==> config.mk <==
export PLATFORM = sky130hd
export DESIGN_NAME = matrix_result_collector
export DESIGN_NICKNAME = d
export VERILOG_FILES = /design/src/rtl/matrix_pkg.sv /design/src/rtl/mrc_fifo.sv /design/src/rtl/matrix_result_collector.sv
export SDC_FILE = /design/constraint.sdc
export NUM_CORES = 1
export LEC_CHECK = 0
export ABC_AREA = 1
export CORE_MARGIN = 2
export CORE_UTILIZATION = 50
export CTS_CLUSTER_SIZE = 14
export DETAILED_ROUTE_END_ITERATION = 10
export PLACE_DENSITY = 0.76
export SYNTH_ARGS = -nofsm -noshare
export SYNTH_HDL_FRONTEND = slang
export SYNTH_SLANG_ARGS = --single-unit
==> constraint.sdc <==
create_clock -name clk -period 31.1 [get_ports clk]
set_clock_uncertainty 0.15 [all_clocks]
set_input_delay 4.665 -clock clk [delete_from_list [all_inputs] [get_ports clk]]
set_output_delay 4.665 -clock clk [all_outputs]
set_load 0.1 [all_outputs]
==> src/rtl/matrix_pkg.sv <==
// Shared lane geometry and collector FSM encoding for the matrix MAC datapath.
// The MAC stage and the result collector both size their words from these constants.
package matrix_pkg;

    localparam int LANE_W = 16;
    localparam int LANES  = 4;
    localparam int WORD_W = LANE_W * LANES;

    typedef enum logic [1:0] {
        ST_IDLE    = 2'd0,
        ST_COLLECT = 2'd1,
        ST_DRAIN   = 2'd2
    } mrc_state_t;

    // Per-lane modular add; carries never cross a lane boundary.
    function automatic logic [WORD_W-1:0] lane_add(input logic [WORD_W-1:0] a,
                                                   input logic [WORD_W-1:0] b);
        logic [WORD_W-1:0] sum;
        sum = {WORD_W{1'b0}};
        for (int i = 0; i < LANES; i++) begin
            sum[i*LANE_W +: LANE_W] = a[i*LANE_W +: LANE_W] + b[i*LANE_W +: LANE_W];
        end
        return sum;
    endfunction

endpackage

==> src/rtl/mrc_fifo.sv <==
// Synchronous FIFO whose head word sits in a register; a pop and a push on the
// same edge are resolved pop-first, so a full FIFO can still accept while draining.
module mrc_fifo import matrix_pkg::*; #(
    parameter int DEPTH = 4,
    parameter int W     = WORD_W
) (
    input  logic                     clk,
    input  logic                     rst,
    input  logic                     push,
    input  logic [W-1:0]             wr_data,
    input  logic                     pop,
    output logic [W-1:0]             head_data,
    output logic                     full,
    output logic                     empty,
    output logic [$clog2(DEPTH):0]   level
);

    localparam int AW = $clog2(DEPTH);
    localparam int LW = AW + 1;

    logic [W-1:0]  mem_r [DEPTH];
    logic [AW-1:0] wr_ptr_r;
    logic [AW-1:0] rd_ptr_r;
    logic [AW-1:0] rd_next_s;
    logic [LW-1:0] level_r;
    logic [LW-1:0] level_pop_s;
    logic [LW-1:0] level_next_s;
    logic [W-1:0]  head_r;
    logic [W-1:0]  head_next_s;
    logic          empty_r;
    logic          full_r;
    logic          pop_s;
    logic          push_s;

    // Resolve the pop first, then decide whether the push fits and what the new head is.
    always_comb begin
        pop_s        = pop && !empty_r;
        push_s       = push && (!full_r || pop_s);
        rd_next_s    = rd_ptr_r + AW'(pop_s);
        level_pop_s  = level_r - LW'(pop_s);
        level_next_s = level_pop_s + LW'(push_s);
        if (level_pop_s == {LW{1'b0}}) begin
            head_next_s = push_s ? wr_data : {W{1'b0}};
        end else begin
            head_next_s = mem_r[rd_next_s];
        end
    end

    // Storage array; the slot being written is never the one read as the new head.
    always_ff @(posedge clk or posedge rst) begin
        if (rst) begin
            for (int i = 0; i < DEPTH; i++) begin
                mem_r[i] <= {W{1'b0}};
            end
        end else if (push_s) begin
            mem_r[wr_ptr_r] <= wr_data;
        end
    end

    // Pointers, occupancy flags and the registered head word.
    always_ff @(posedge clk or posedge rst) begin
        if (rst) begin
            wr_ptr_r <= {AW{1'b0}};
            rd_ptr_r <= {AW{1'b0}};
            level_r  <= {LW{1'b0}};
            empty_r  <= 1'b1;
            full_r   <= 1'b0;
            head_r   <= {W{1'b0}};
        end else begin
            wr_ptr_r <= wr_ptr_r + AW'(push_s);
            rd_ptr_r <= rd_next_s;
            level_r  <= level_next_s;
            empty_r  <= (level_next_s == {LW{1'b0}});
            full_r   <= (level_next_s == LW'(DEPTH));
            head_r   <= head_next_s;
        end
    end

    assign head_data = head_r;
    assign full      = full_r;
    assign empty     = empty_r;
    assign level     = level_r;

endmodule

==> src/rtl/matrix_result_collector.sv <==
// Biases packed MAC results, buffers them and drains them tagged with row/last,
// bounding one ROWS x COLS tile with an IDLE/COLLECT/DRAIN frame FSM.
module matrix_result_collector import matrix_pkg::*; #(
    parameter int COLS       = 8,
    parameter int ROWS       = 8,
    parameter int FIFO_DEPTH = 4
) (
    input  logic              clk,
    input  logic              rst,
    input  logic              start,
    input  logic [WORD_W-1:0] macab_in,
    input  logic              macab_in_val,
    input  logic [WORD_W-1:0] bias_in,
    output logic [WORD_W-1:0] res_data,
    output logic              res_val,
    input  logic              res_ready,
    output logic              res_last,
    output logic [15:0]       res_row,
    output logic              done,
    output logic              busy,
    output logic [1:0]        err
);

    localparam int TOTAL = ROWS * COLS;
    localparam int LVL_W = $clog2(FIFO_DEPTH) + 1;

    mrc_state_t        state_r;
    mrc_state_t        state_next_s;
    logic [31:0]       in_cnt_r;
    logic              stage_val_r;
    logic [WORD_W-1:0] stage_data_r;
    logic [15:0]       col_r;
    logic [15:0]       row_r;
    logic [15:0]       col_next_s;
    logic [15:0]       row_next_s;
    logic              last_r;
    logic [1:0]        err_r;
    logic [1:0]        err_next_s;
    logic              done_r;
    logic              busy_r;
    logic              accept_s;
    logic              clear_s;
    logic              unexp_s;
    logic              overflow_s;
    logic              done_next_s;
    logic              busy_next_s;
    logic              last_in_s;
    logic              drain_done_s;
    logic              pop_fire_s;
    logic [WORD_W-1:0] fifo_head_s;
    logic              fifo_full_s;
    logic              fifo_empty_s;
    logic [LVL_W-1:0]  fifo_level_s;

    mrc_fifo #(
        .DEPTH (FIFO_DEPTH),
        .W     (WORD_W)
    ) u_fifo (
        .clk       (clk),
        .rst       (rst),
        .push      (stage_val_r),
        .wr_data   (stage_data_r),
        .pop       (res_ready),
        .head_data (fifo_head_s),
        .full      (fifo_full_s),
        .empty     (fifo_empty_s),
        .level     (fifo_level_s)
    );

    assign pop_fire_s   = !fifo_empty_s && res_ready;
    assign last_in_s    = (in_cnt_r == 32'(TOTAL - 1));
    assign drain_done_s = !stage_val_r && (fifo_level_s == {LVL_W{1'b0}});
    // A dropped word still counts toward the tile, so the frame always terminates.
    assign overflow_s   = stage_val_r && fifo_full_s && !pop_fire_s;

    // Frame state register.
    always_ff @(posedge clk or posedge rst) begin
        if (rst) begin
            state_r <= ST_IDLE;
        end else begin
            state_r <= state_next_s;
        end
    end

    // Frame next-state logic.
    always_comb begin
        state_next_s = state_r;
        case (state_r)
            ST_IDLE: begin
                if (start) state_next_s = ST_COLLECT;
                else       state_next_s = ST_IDLE;
            end
            ST_COLLECT: begin
                if (macab_in_val && last_in_s) state_next_s = ST_DRAIN;
                else                           state_next_s = ST_COLLECT;
            end
            ST_DRAIN: begin
                if (drain_done_s) state_next_s = ST_IDLE;
                else              state_next_s = ST_DRAIN;
            end
            default: state_next_s = ST_IDLE;
        endcase
    end

    // Frame output decode: input acceptance, tile clear, protocol errors, done/busy.
    always_comb begin
        accept_s = 1'b0;
        clear_s  = 1'b0;
        unexp_s  = 1'b0;
        case (state_r)
            ST_IDLE: begin
                clear_s = start;
                unexp_s = macab_in_val;
            end
            ST_COLLECT: begin
                accept_s = macab_in_val;
            end
            ST_DRAIN: begin
                unexp_s = macab_in_val;
            end
            default: begin
                accept_s = 1'b0;
            end
        endcase
        err_next_s  = (clear_s ? 2'b00 : err_r) | {unexp_s, overflow_s};
        done_next_s = (state_r == ST_DRAIN) && drain_done_s;
        busy_next_s = (state_next_s != ST_IDLE) || done_next_s;
    end

    // Output column/row tracking, advanced only when the consumer takes a word.
    always_comb begin
        col_next_s = col_r;
        row_next_s = row_r;
        if (clear_s) begin
            col_next_s = 16'd0;
            row_next_s = 16'd0;
        end else if (pop_fire_s) begin
            if (col_r == 16'(COLS - 1)) begin
                col_next_s = 16'd0;
                row_next_s = row_r + 16'd1;
            end else begin
                col_next_s = col_r + 16'd1;
                row_next_s = row_r;
            end
        end else begin
            col_next_s = col_r;
            row_next_s = row_r;
        end
    end

    // Input stage register holding the biased word, plus the accepted-word count.
    always_ff @(posedge clk or posedge rst) begin
        if (rst) begin
            stage_val_r  <= 1'b0;
            stage_data_r <= {WORD_W{1'b0}};
            in_cnt_r     <= 32'd0;
        end else begin
            stage_val_r <= accept_s;
            if (accept_s) begin
                stage_data_r <= lane_add(macab_in, bias_in);
            end
            if (clear_s) begin
                in_cnt_r <= 32'd0;
            end else if (accept_s) begin
                in_cnt_r <= in_cnt_r + 32'd1;
            end
        end
    end

    // Registered tags and status outputs.
    always_ff @(posedge clk or posedge rst) begin
        if (rst) begin
            col_r  <= 16'd0;
            row_r  <= 16'd0;
            last_r <= 1'b0;
            err_r  <= 2'b00;
            done_r <= 1'b0;
            busy_r <= 1'b0;
        end else begin
            col_r  <= col_next_s;
            row_r  <= row_next_s;
            last_r <= (col_next_s == 16'(COLS - 1));
            err_r  <= err_next_s;
            done_r <= done_next_s;
            busy_r <= busy_next_s;
        end
    end

    assign res_data = fifo_head_s;
    assign res_val  = !fifo_empty_s;
    assign res_last = last_r;
    assign res_row  = row_r;
    assign done     = done_r;
    assign busy     = busy_r;
    assign err      = err_r;

endmodule
==> results.md, run 1 <==
- Run status: complete, no violations
- Vias: 20080
- Summed negative setup slack over all endpoints: 0 ps
- Register bit count reported by yosys: 465
- Post-DR wirelength/cell: 15.58 um
- Maximum count of clock buffers along a single path: 3
- Arrival time worst endpoint: 8710 ps
- Worst slew pin tran: 1267 ps
- Pin count of the biggest net entering global routing: 135
- Warnings from Yosys: 0
- Average size of a mapped cell: 8.100 sq um
- Post_cts resized: 0
- Remaining antenna violation count after routing: 0
- Half-perimeter wire length of the detailed placement result: 36920 um
- Number of buffers inserted by port buffering: 218
- Number of global-route vias before repair: 19710
- Maximum VDD drop: 0.09950 mV
- Diode insertion count for antenna repair: 0
- Routability Congestion: 0.9228
- Logic pwr share: 0.463
- Final Cycle Share: 0.2721
- Number of hold-repair buffers added at the cts stage: 0
- Part of the power in the clock network: 0.198
- Final number of hold-violating endpoints: 0
- Core Util, Final: 0.5967
- Area delta synth->final: 17.86%
- Die Width: 220.9 um
- Net count of the mapped netlist: 3111
- Starting DRC count in detailed routing: 1769
- Number of enable-type register cells in the synthesized netlist: 0
- Die footprint: 48800 sq um
- Most area-consuming cells after synthesis: dfrtp_1, nand2_1, o21ai_0, inv_1, ha_1
- Setup repair after global routing missed its margin: no
- Critical path required time: 31350 ps
- Floorplan core area: 46460 sq um
- TritonCTS clock tree: yes
- Sequential share of power: 0.339
- Max-slew headroom: 0.1555
- Clock tree root driver cell: clkbuf_16
- Top cell by count, worst path: nand2_1
- Critical path launch point type: primary input
- CP cell instances: clkdlybuf4s50_1 -> nand2_1 -> inv_1 -> ha_4 -> buf_4 -> nand2_1 -> o211ai_1 -> o21ai_0 -> nand2_1 -> o31ai_1
- Setup slack of the most critical reg-to-reg path: 26640 ps
- Largest stage delay on the critical path: 1090 ps
- Initial core utilization: 0.5063
- Net switching power: 1.344 mW
- Area leader, netlist: dfrtp_1
- Cell at the slowest stage of the critical path: ha_4
- Insertion delay of the later-clocked pin in the worst-skew pair: 550 ps
- CTS buffer count: 46
- Clock tree sinks: 465
- Category of the worst setup path capture point: register
- Aggregate global routing overflow: 0
- H-tree lvl count: 2
- Main synth FF type: dfrtp_1
- Average vias per placed instance: 5.449
- Async set or reset register ratio after synthesis: 1.000
- First-pass GRT wire length: 96900 um
- Path category of the worst min-delay check: register to register
- Synthesized area: 23520 sq um
- Highest net fanout along the worst path: 134
- Fraction of the yosys area taken by sequential cells: 0.4947
- Total DRC errors in the routed layout: 0
- Max-cap violations: 0
- Fin nets: 3253
- Switching power as a share of total power: 0.4561
- Peak clock frequency supported by timing: 118.2 MHz
- Routed wire length: 57400 um
- Int Pwr: 1.603 mW
- Crit Path Category: primary input to register
- Gr usage total: 0.2357
- # Post-CTS Setup Buffers: 0
- Fraction of post-synthesis cell area in the top cell type by area: 0.4936
- Number of antenna violations at the first check in global routing: 0
- Number of instances in the synthesized netlist: 2904
- Final critical-path required period: 8463 ps
- Clock transition at the register clock pins on the worst setup and hold paths after CTS: 60 ps
- Number of endpoints failing setup at the final stage: 0
- Pwr dens: 106.3 nW/um^2
- I/O Pins: 219
- Number of search-and-repair iterations in the first detailed-routing pass: 5
- Worst Hold Margin: 330.9 ps
- Vert. Die Dim: 220.9 um
- Site Rows: 79
- Number of distinct library cell variants in the gate-level netlist after synthesis: 44
- Slew Viols, Final: 0
- Leak: 13.15 nW
- Ratio of cells with drive above 1 in the final layout: 0.04678
==> critical path: cells and delay by family <==
family / cells / cell delay [ps]
simple gates: 3 / 620
buf+inv: 3 / 1850
fa+ha+maj: 1 / 1090
compound gates: 3 / 400
==> metal layers <==
layer  GRT usage  wire (um)
met5           0          0
met2      0.3912      27220
met1      0.3227      25560
met3     0.03519       3287
met4     0.06733       1335
==> flip-flops by register name (all words and copies together) (netlist names), 2 cells and up <==
| name | cells |
|---|---|
| u_fifo.head_data | 64 |
| u_fifo.rd_ptr_r | 2 |
| res_row | 16 |
| state_r | 2 |
| col_r | 16 |
| u_fifo.mem_r | 256 |
| stage_data_r | 64 |
| err | 2 |
| u_fifo.level | 3 |
| in_cnt_r | 32 |
| u_fifo.wr_ptr_r | 2 |
==> synth_stat cells (all sizes together), types with 36 or more instances <==
cell and instances:
buf 39, o211ai 68, ha 70, inv 354
clkbuf 102, o21ai 480, nor2 128, nand3 128
o31ai 65, nor3 36, nand2 750, a21oi 76
dfrtp 464
==> layout by cell type, fill, tap and decap left out, types with 3 or more instances in the layout <==
master / instances
a211oi_1: 4
a21o_1: 7
a21oi_1: 76
a31oi_1: 9
and3_1: 3
buf_4: 17
bufinv_16: 5
clkbuf_1: 4
clkbuf_16: 49
clkbuf_8: 12
clkdlybuf4s50_1: 218
clkinv_2: 10
dfrtp_1: 464
fa_1: 4
ha_1: 69
inv_1: 343
inv_2: 10
nand2_1: 745
nand2_2: 3
nand3_1: 123
nand3_4: 4
nand3b_1: 3
nand4_1: 23
nor2_1: 120
nor2_2: 6
nor3_1: 30
nor3_2: 6
nor4_1: 7
o211ai_1: 68
o21a_1: 5
o21ai_0: 478
o21bai_1: 16
o31ai_1: 65
or2_2: 10
xnor2_1: 23
xor2_1: 20
==> worst paths after layout <==
| check | startpoint | endpoint | depth (start not counted) |
|---|---|---|---|
| hold reg to reg | stage_data_r[11] | stage_data_r[11] | 2 |
| min in group asynchronous | rst | u_fifo.head_data[46] | 2 |
| setup / recovery | res_ready | u_fifo.head_data[58] | 10 |
| hold / removal | stage_data_r[11] | stage_data_r[11] | 2 |
| setup reg to reg | u_fifo.empty | u_fifo.head_data[58] | 10 |
| max in group asynchronous | rst | u_fifo.mem_r[117] | 5 |
==> layout make-up <==
class                   count  area (sq um)
clock buffers              65          1406
clock inverters            15         200.2
fillers                  3993         18730
inverters                 354          1336
multi-input cells        1944         10070
flip-flops and latches    465         11640
well taps                 607         759.5
repair buffers            235          2310
==> power groups by stage <==
stage / combinational [mW] / clock (mW) / sequential, mW
floorplan: 0.745 / 0 / 1.27
global placement: 1.31 / 0 / 1.00
detailed placement: 1.36 / 0 / 1.01
CTS: 1.37 / 0.595 / 0.998
global route: 1.53 / 0.619 / 1.03
finish: 1.36 / 0.584 / 1.00
==> metrics by stage <==
step	std cells	power (mW)	worst slack [ps]	area [sq um]
final	3685	2.946	22640	27720
after CTS	3685	2.960	22660	27720
after global placement	3605	2.307	22360	26120
after global routing	3685	3.172	22250	27720
after detailed placement	3605	2.362	22150	26120
after floorplan	2904	2.011	13320	23520
==> logic make-up after synthesis <==
logic type | count (synthesis) | synth area share
buffers and inverters | 495 | 0.08064
flip-flops | 465 | 0.4947
adder cells (fa/ha/maj) | 74 | 0.04064
AND/OR/NAND/NOR | 1092 | 0.1926
AO/OA/AOI/OAI | 734 | 0.1751
XOR/XNOR | 44 | 0.01638
Power figures use the tool's default switching activity.
==> run 2, diff against run 1 <==
Clock period 31.1 ns to 8.5 ns, I/O delays scaled along.
==> run 2 against run 1 <==
Effect of this change: via count is essentially flat; flip-flop and latch count did not move; clock power rose to 3.6 times the previous value; critical endpoint is now u_fifo.head_data[14].
==> results.md, run 2 (synthesis gave the netlist of run 1 again) <==
- Critical path required time: 8750 ps (was 31350 ps)
- Clock tree sinks: 465 (unchanged)
- Crit Path Category: primary input to register (unchanged)
- Peak clock frequency supported by timing: 217.5 MHz
- # Post-CTS Setup Buffers: 0 (unchanged)
- Routability Congestion: 0.8687 (was 0.9228)
- Leak: 13.13 nW (was 13.15 nW)
- Total DRC errors in the routed layout: 0 (unchanged)
- Gr usage total: 0.2338 (was 0.2357)
- Number of buffers inserted by port buffering: 218 (unchanged)
- Clock tree root driver cell: clkbuf_16 (unchanged)
- Slew Viols, Final: 0 (unchanged)
- Fin nets: 3256 (was 3253)
- Clock transition at the register clock pins on the worst setup and hold paths after CTS: 60 ps (about the same)
- Pin count of the biggest net entering global routing: 194 (was 135)
- Area delta synth->final: 17.81% (was 17.86%)
- Final number of hold-violating endpoints: 0 (unchanged)
- Number of flip-flops under the largest register name: 256 (unchanged)
- Insertion delay of the later-clocked pin in the worst-skew pair: 580 ps (was 550 ps)
- Maximum count of clock buffers along a single path: 3 (unchanged)
- Final Cycle Share: 0.5408
- Cell at the slowest stage of the critical path: ha_4 (unchanged)
- Cell count of the worst reg-to-reg path: 10 (unchanged)
- Die Width: 220.9 um (unchanged)
- Pwr dens: 388.5 nW/um^2 (was 106.3 nW/um^2)
- Final critical-path required period: 4597 ps
- Starting DRC count in detailed routing: 1743 (was 1769)
- Vert. Die Dim: 220.9 um (unchanged)
- Summed negative setup slack over all endpoints: 0 ps (unchanged)
- Number of search-and-repair iterations in the first detailed-routing pass: 5 (unchanged)
- CTS buffer count: 48 (was 46)
- Ratio of cells with drive above 1 in the final layout: 0.04669 (was 0.04678)
- Critical path launch point type: primary input (unchanged)
- First-pass GRT wire length: 96260 um (was 96900 um)
- Setup slack of the most critical reg-to-reg path: 4510 ps (was 26640 ps)
- Floorplan core area: 46460 sq um (unchanged)
- Category of the worst setup path capture point: register (unchanged)
- Worst slew pin tran: 1225 ps (was 1267 ps)
- Initial core utilization: 0.5063 (unchanged)
- Half-perimeter wire length of the detailed placement result: 37140 um (was 36920 um)
- Max-slew headroom: 0.1831 (was 0.1555)
- Vias: 20100 (was 20080)
- Register name with the most flops: u_fifo.mem_r (unchanged)
- Worst min-delay path startpoint: u_fifo.mem_r[101] (was stage_data_r[11])
- Hold-critical path endpoint: u_fifo.mem_r[101] (was stage_data_r[11])
- CP cell instances: clkdlybuf4s50_1 -> nand2_1 -> inv_1 -> ha_4 -> buf_4 -> nand2_1 -> o211ai_1 -> o21ai_0 -> nand2_1 -> o31ai_1 (unchanged)
- Number of global-route vias before repair: 19590 (was 19710)
- Maximum VDD drop: 0.2774 mV (was 0.09950 mV)
- Diode insertion count for antenna repair: 0 (unchanged)
- Most common cell after layout, fill and taps aside: nand2_1 (unchanged)
- Number of endpoints failing setup at the final stage: 0 (unchanged)
- Final total power: 10.77 mW (was 2.946 mW)
- FF-to-FF Start: u_fifo.empty (unchanged)
- Average vias per placed instance: 5.445 (was 5.449)
- Reg-to-reg endpoint: u_fifo.head_data[14] (was u_fifo.head_data[58])
- Hold Path Cell Cnt: 2 (unchanged)
- Number of hold-repair buffers added at the cts stage: 0 (unchanged)
- Post-DR wirelength/cell: 15.57 um (was 15.58 um)
- Top cell by count, worst path: nand2_1 (unchanged)
- Run status: complete, no violations (unchanged)
- Commonest non-fill, non-tap cells in the layout: nand2_1, o21ai_0, dfrtp_1 (unchanged)
- Path category of the worst min-delay check: register to register (unchanged)
- Highest net fanout along the worst path: 127 (was 134)
- Routed wire length: 57480 um (was 57400 um)
- Largest stage delay on the critical path: 1170 ps (was 1090 ps)
- Setup repair after global routing missed its margin: no (unchanged)
- Site Rows: 79 (unchanged)
- I/O Pins: 219 (unchanged)
- Post_cts resized: 0 (unchanged)
- Max-cap violations: 0 (unchanged)
- H-tree lvl count: 2 (unchanged)
- Aggregate global routing overflow: 0 (unchanged)
- Number of antenna violations at the first check in global routing: 0 (unchanged)
- Arrival time worst endpoint: 4850 ps (was 8710 ps)
- Die footprint: 48800 sq um (unchanged)
- Remaining antenna violation count after routing: 0 (unchanged)
- TritonCTS clock tree: yes (unchanged)
run 2: stage by stage:
stage          utilization  instance area, sq um  worst slack [ps]  hold slack [ps]  cells
2_1_floorplan            -                 23530             780.9            297.8   2904
3_3_place_gp        0.5625                 26130              3506            310.4   3606
3_5_place_dp        0.5625                 26130              3368            317.9   3606
4_1_cts             0.5965                 27710              3966            332.0   3691
5_1_grt             0.5965                 27710              3543            344.8   3691
6_report            0.5965                 27710              3903            328.6   3691
run 2: cell type report:
cell class              count  area (sq um)
well taps                 607         759.5
flip-flops and latches    465         11640
clock buffers              68          1376
multi-input cells        1944         10070
repair buffers            236          2330
inverters                 354          1333
fillers                  4021         18750
clock inverters            17         202.7
run 2: metal layers:
metal / global-route usage / part of all wire / wire (um)
met5: 0 / 0 / 0
met4: 0.05477 / 0.018 / 1012
met3: 0.04143 / 0.056 / 3198
met2: 0.3917 / 0.48 / 27750
met1: 0.3174 / 0.44 / 25510
run 2: how the worst max path moves through the flow:
stage	startpoint	to	slack [ps]	depth (start not counted)
after detailed placement	res_ready	u_fifo.head_data[14]	3370	10
after CTS	res_ready	u_fifo.head_data[14]	3970	10
after global routing	res_ready	u_fifo.head_data[14]	3540	10
final	res_ready	u_fifo.head_data[14]	3900	10
after floorplan	rst	busy	780	1
after global placement	res_ready	u_fifo.head_data[11]	3510	10
run 2: power breakdown:
part / switching (mW) / internal, mW
clock network: 0.866 / 1.25
registers: 0.510 / 3.14
logic: 3.57 / 1.42
run 2: critical path: cells and delay by family:
kind            cells  cell delay [ps]
buf+inv             3             1450
compound gates      3              330
fa+ha+maj           1             1170
simple gates        3              560
==> run 3, diff against run 2 <==
Clock period 8.5 ns to 4.7 ns, I/O delays scaled along.
==> run 3 against run 2 <==
Effect of this change: hold slack improved by 0.68 ps; design area rose by 1.2%; critical path depth shrank 1; non-clock buffer count up 8; global-route usage grew 0.74 points; flip-flop and latch count is the same; utilization grew 0.74 points; register-to-register slack got worse by 3400 ps; final cell count rose by 0.38%; sequential share of layout area down 0.52 points; via count rose by 0.33%.
==> results.md, run 3 (synthesis gave the netlist of run 1 again) <==
- Number of buffers inserted by port buffering: 218 (unchanged)
- Worst slew pin tran: 1119 ps (was 1225 ps)
- Gr usage total: 0.2412 (was 0.2338)
- Floorplan core area: 46460 sq um (unchanged)
- Max-cap violations: 0 (unchanged)
- Number of search-and-repair iterations in the first detailed-routing pass: 6 (was 5)
- Clock tree sinks: 465 (unchanged)
- Top cell by count, worst path: ha_1 (was nand2_1)
- Peak clock frequency supported by timing: 280.8 MHz
- Post-DR wirelength/cell: 15.94 um (was 15.57 um)
- Area delta synth->final: 19.28% (was 17.81%)
- First-pass GRT wire length: 98670 um (was 96260 um)
- Aggregate global routing overflow: 0 (unchanged)
- Worst path setup slack after routing: 1138 ps (was 3903 ps)
- Setup repair after global routing missed its margin: no (unchanged)
- Clock tree root driver cell: clkbuf_16 (unchanged)
- Number of global-route vias before repair: 20130 (was 19590)
- Post_cts resized: 0 (unchanged)
- Routability Congestion: 0.9119 (was 0.8687)
- Vert. Die Dim: 220.9 um (unchanged)
- Starting DRC count in detailed routing: 1668 (was 1743)
- Final Cycle Share: 0.7578
- Placed inst area: 26340 sq um (was 26130 sq um)
- Register name with the most flops: u_fifo.mem_r (unchanged)
- Run status: complete, no violations (unchanged)
- Net switching power: 9.038 mW (was 4.951 mW)
- Part of the power in the clock network: 0.205 (was 0.196)
- Number of flip-flops under the largest register name: 256 (unchanged)
- Maximum count of clock buffers along a single path: 3 (unchanged)
- Fin nets: 3265 (was 3256)
- Final critical-path required period: 3562 ps
- Most common cell after layout, fill and taps aside: nand2_1 (unchanged)
- Path category of the worst min-delay check: register to register (unchanged)
- Combined buffer and inverter count along the critical path: 3 (unchanged)
- Pin count of the biggest net entering global routing: 115 (was 194)
- Die footprint: 48800 sq um (unchanged)
- Switching power as a share of total power: 0.4543 (was 0.4599)
- Diode insertion count for antenna repair: 0 (unchanged)
- Arrival time worst endpoint: 3880 ps (was 4850 ps)
- H-tree lvl count: 2 (unchanged)
- Clock transition at the register clock pins on the worst setup and hold paths after CTS: 60 ps (about the same)
- Total DRC errors in the routed layout: 0 (unchanged)
- # Post-CTS Setup Buffers: 0 (unchanged)
- Commonest non-fill, non-tap cells in the layout: nand2_1, o21ai_0, dfrtp_1 (unchanged)
- Remaining antenna violation count after routing: 0 (unchanged)
- Average vias per placed instance: 5.443 (was 5.445)
- Slew Viols, Final: 0 (unchanged)
- I/O Pins: 219 (unchanged)
- Routed wire length: 59070 um (was 57480 um)
- Highest net fanout along the worst path: 65 (was 127)
- Vias: 20170 (was 20100)
- Sequential share of power: 0.332 (was 0.339)
- Leak: 13.30 nW (was 13.13 nW)
- CTS buffer count: 49 (was 48)
- Max-slew headroom: 0.2518 (was 0.1831)
- Critical path launch point type: register (was primary input)
- Logic pwr share: 0.463 (was 0.464)
- Critical path required time: 5020 ps (was 8750 ps)
- Maximum VDD drop: 0.5450 mV (was 0.2774 mV)
- Largest stage delay on the critical path: 520 ps (was 1170 ps)
- Number of endpoints failing setup at the final stage: 0 (unchanged)
- Number of antenna violations at the first check in global routing: 0 (unchanged)
- Pwr dens: 709.1 nW/um^2 (was 388.5 nW/um^2)
- Die Width: 220.9 um (unchanged)
- Int Pwr: 10.86 mW (was 5.815 mW)
- Initial core utilization: 0.5063 (unchanged)
- Ratio of cells with drive above 1 in the final layout: 0.05132 (was 0.04669)
- Site Rows: 79 (unchanged)
- Post-Place Worst Slack: 697.1 ps (was 3368 ps)
- Final number of hold-violating endpoints: 0 (unchanged)
- Number of hold-repair buffers added at the cts stage: 0 (unchanged)
- CP cell instances: inv_2 -> nand2_1 -> inv_1 -> ha_1 -> ha_1 -> xnor2_1 -> nand3_4 -> buf_12 -> o31ai_1 (was clkdlybuf4s50_1 -> nand2_1 -> inv_1 -> ha_4 -> buf_4 -> nand2_1 -> o211ai_1 -> o21ai_0 -> nand2_1 -> o31ai_1)
- Cell at the slowest stage of the critical path: dfstp_2 (was ha_4)
- TritonCTS clock tree: yes (unchanged)
- Category of the worst setup path capture point: register (unchanged)
- Insertion delay of the later-clocked pin in the worst-skew pair: 590 ps (was 580 ps)
- Post-Layout Inst Area: 28060 sq um (was 27710 sq um)
- Crit-path leading delay family: simple AND/OR/NAND/NOR gates (was buffers and inverters)
- Worst Hold Margin: 329.3 ps (was 328.6 ps)
- Half-perimeter wire length of the detailed placement result: 38220 um (was 37140 um)
- Crit Path Category: register to register (was primary input to register)
## run 3: changes by cell type in the layout (fill, tap and decap cells not counted), sizes merged
cell | previous run | this run
buf | 18 | 26
clkbuf | 68 | 73
bufinv | 4 | 5
clkinv | 11 | 10
inv | 354 | 355
## run 3: worst min-delay path, stage by stage (launching register included)
cell and delay, ps:
dfrtp_1 340, nand2_1 50, o21ai_0 60
## run 3: routing by layer
metal,global-route usage,up-vias,wire length (um)
met5,0,-,0
met4,0.06798,0,1302
li1,-,9842,-
met2,0.4123,565,28650
met3,0.04063,95,3436
met1,0.3170,9663,25690
## run 3: area by class of cell
class	instances	area, sq um
repair buffers	244	2540
multi-input cells	1944	10070
clock inverters	18	225.2
clock buffers	73	1489
well taps	607	759.5
fillers	3965	18400
inverters	354	1333
flip-flops and latches	465	11640
## run 3: power groups by stage
stage               Combinational, mW  Sequential (mW)  Clock (mW)
detailed placement               9.15             6.64           0
floorplan                        4.93             8.37           0
CTS                              9.24             6.60        4.15
global route                     10.2             6.78        4.30
finish                           9.21             6.61        4.08
global placement                 8.85             6.58           0
## run 3: worst paths after layout
check | startpoint | endpoint | slack [ps] | depth (start not counted)
worst max-delay path | u_fifo.empty | u_fifo.head_data[30] | 1140 | 9
worst min-delay path | u_fifo.mem_r[75] | u_fifo.mem_r[75] | 330 | 2
worst max register to register | u_fifo.empty | u_fifo.head_data[30] | 1140 | 9
worst min register to register | u_fifo.mem_r[75] | u_fifo.mem_r[75] | 330 | 2
max in group asynchronous | rst | u_fifo.mem_r[192] | 2790 | 3
min in group asynchronous | rst | u_fifo.head_data[44] | 520 | 2
## run 3: stage by stage
| step | TNS (ps) | total power, mW | std cells | utilization |
|---|---|---|---|---|
| floorplan | -1137090 | 13.31 | 2904 | - |
| global placement | 0 | 15.43 | 3614 | 0.5670 |
| detailed placement | 0 | 15.79 | 3614 | 0.5670 |
| CTS | 0 | 19.99 | 3705 | 0.6039 |
| global route | 0 | 21.31 | 3705 | 0.6039 |
| finish | 0 | 19.90 | 3705 | 0.6039 |
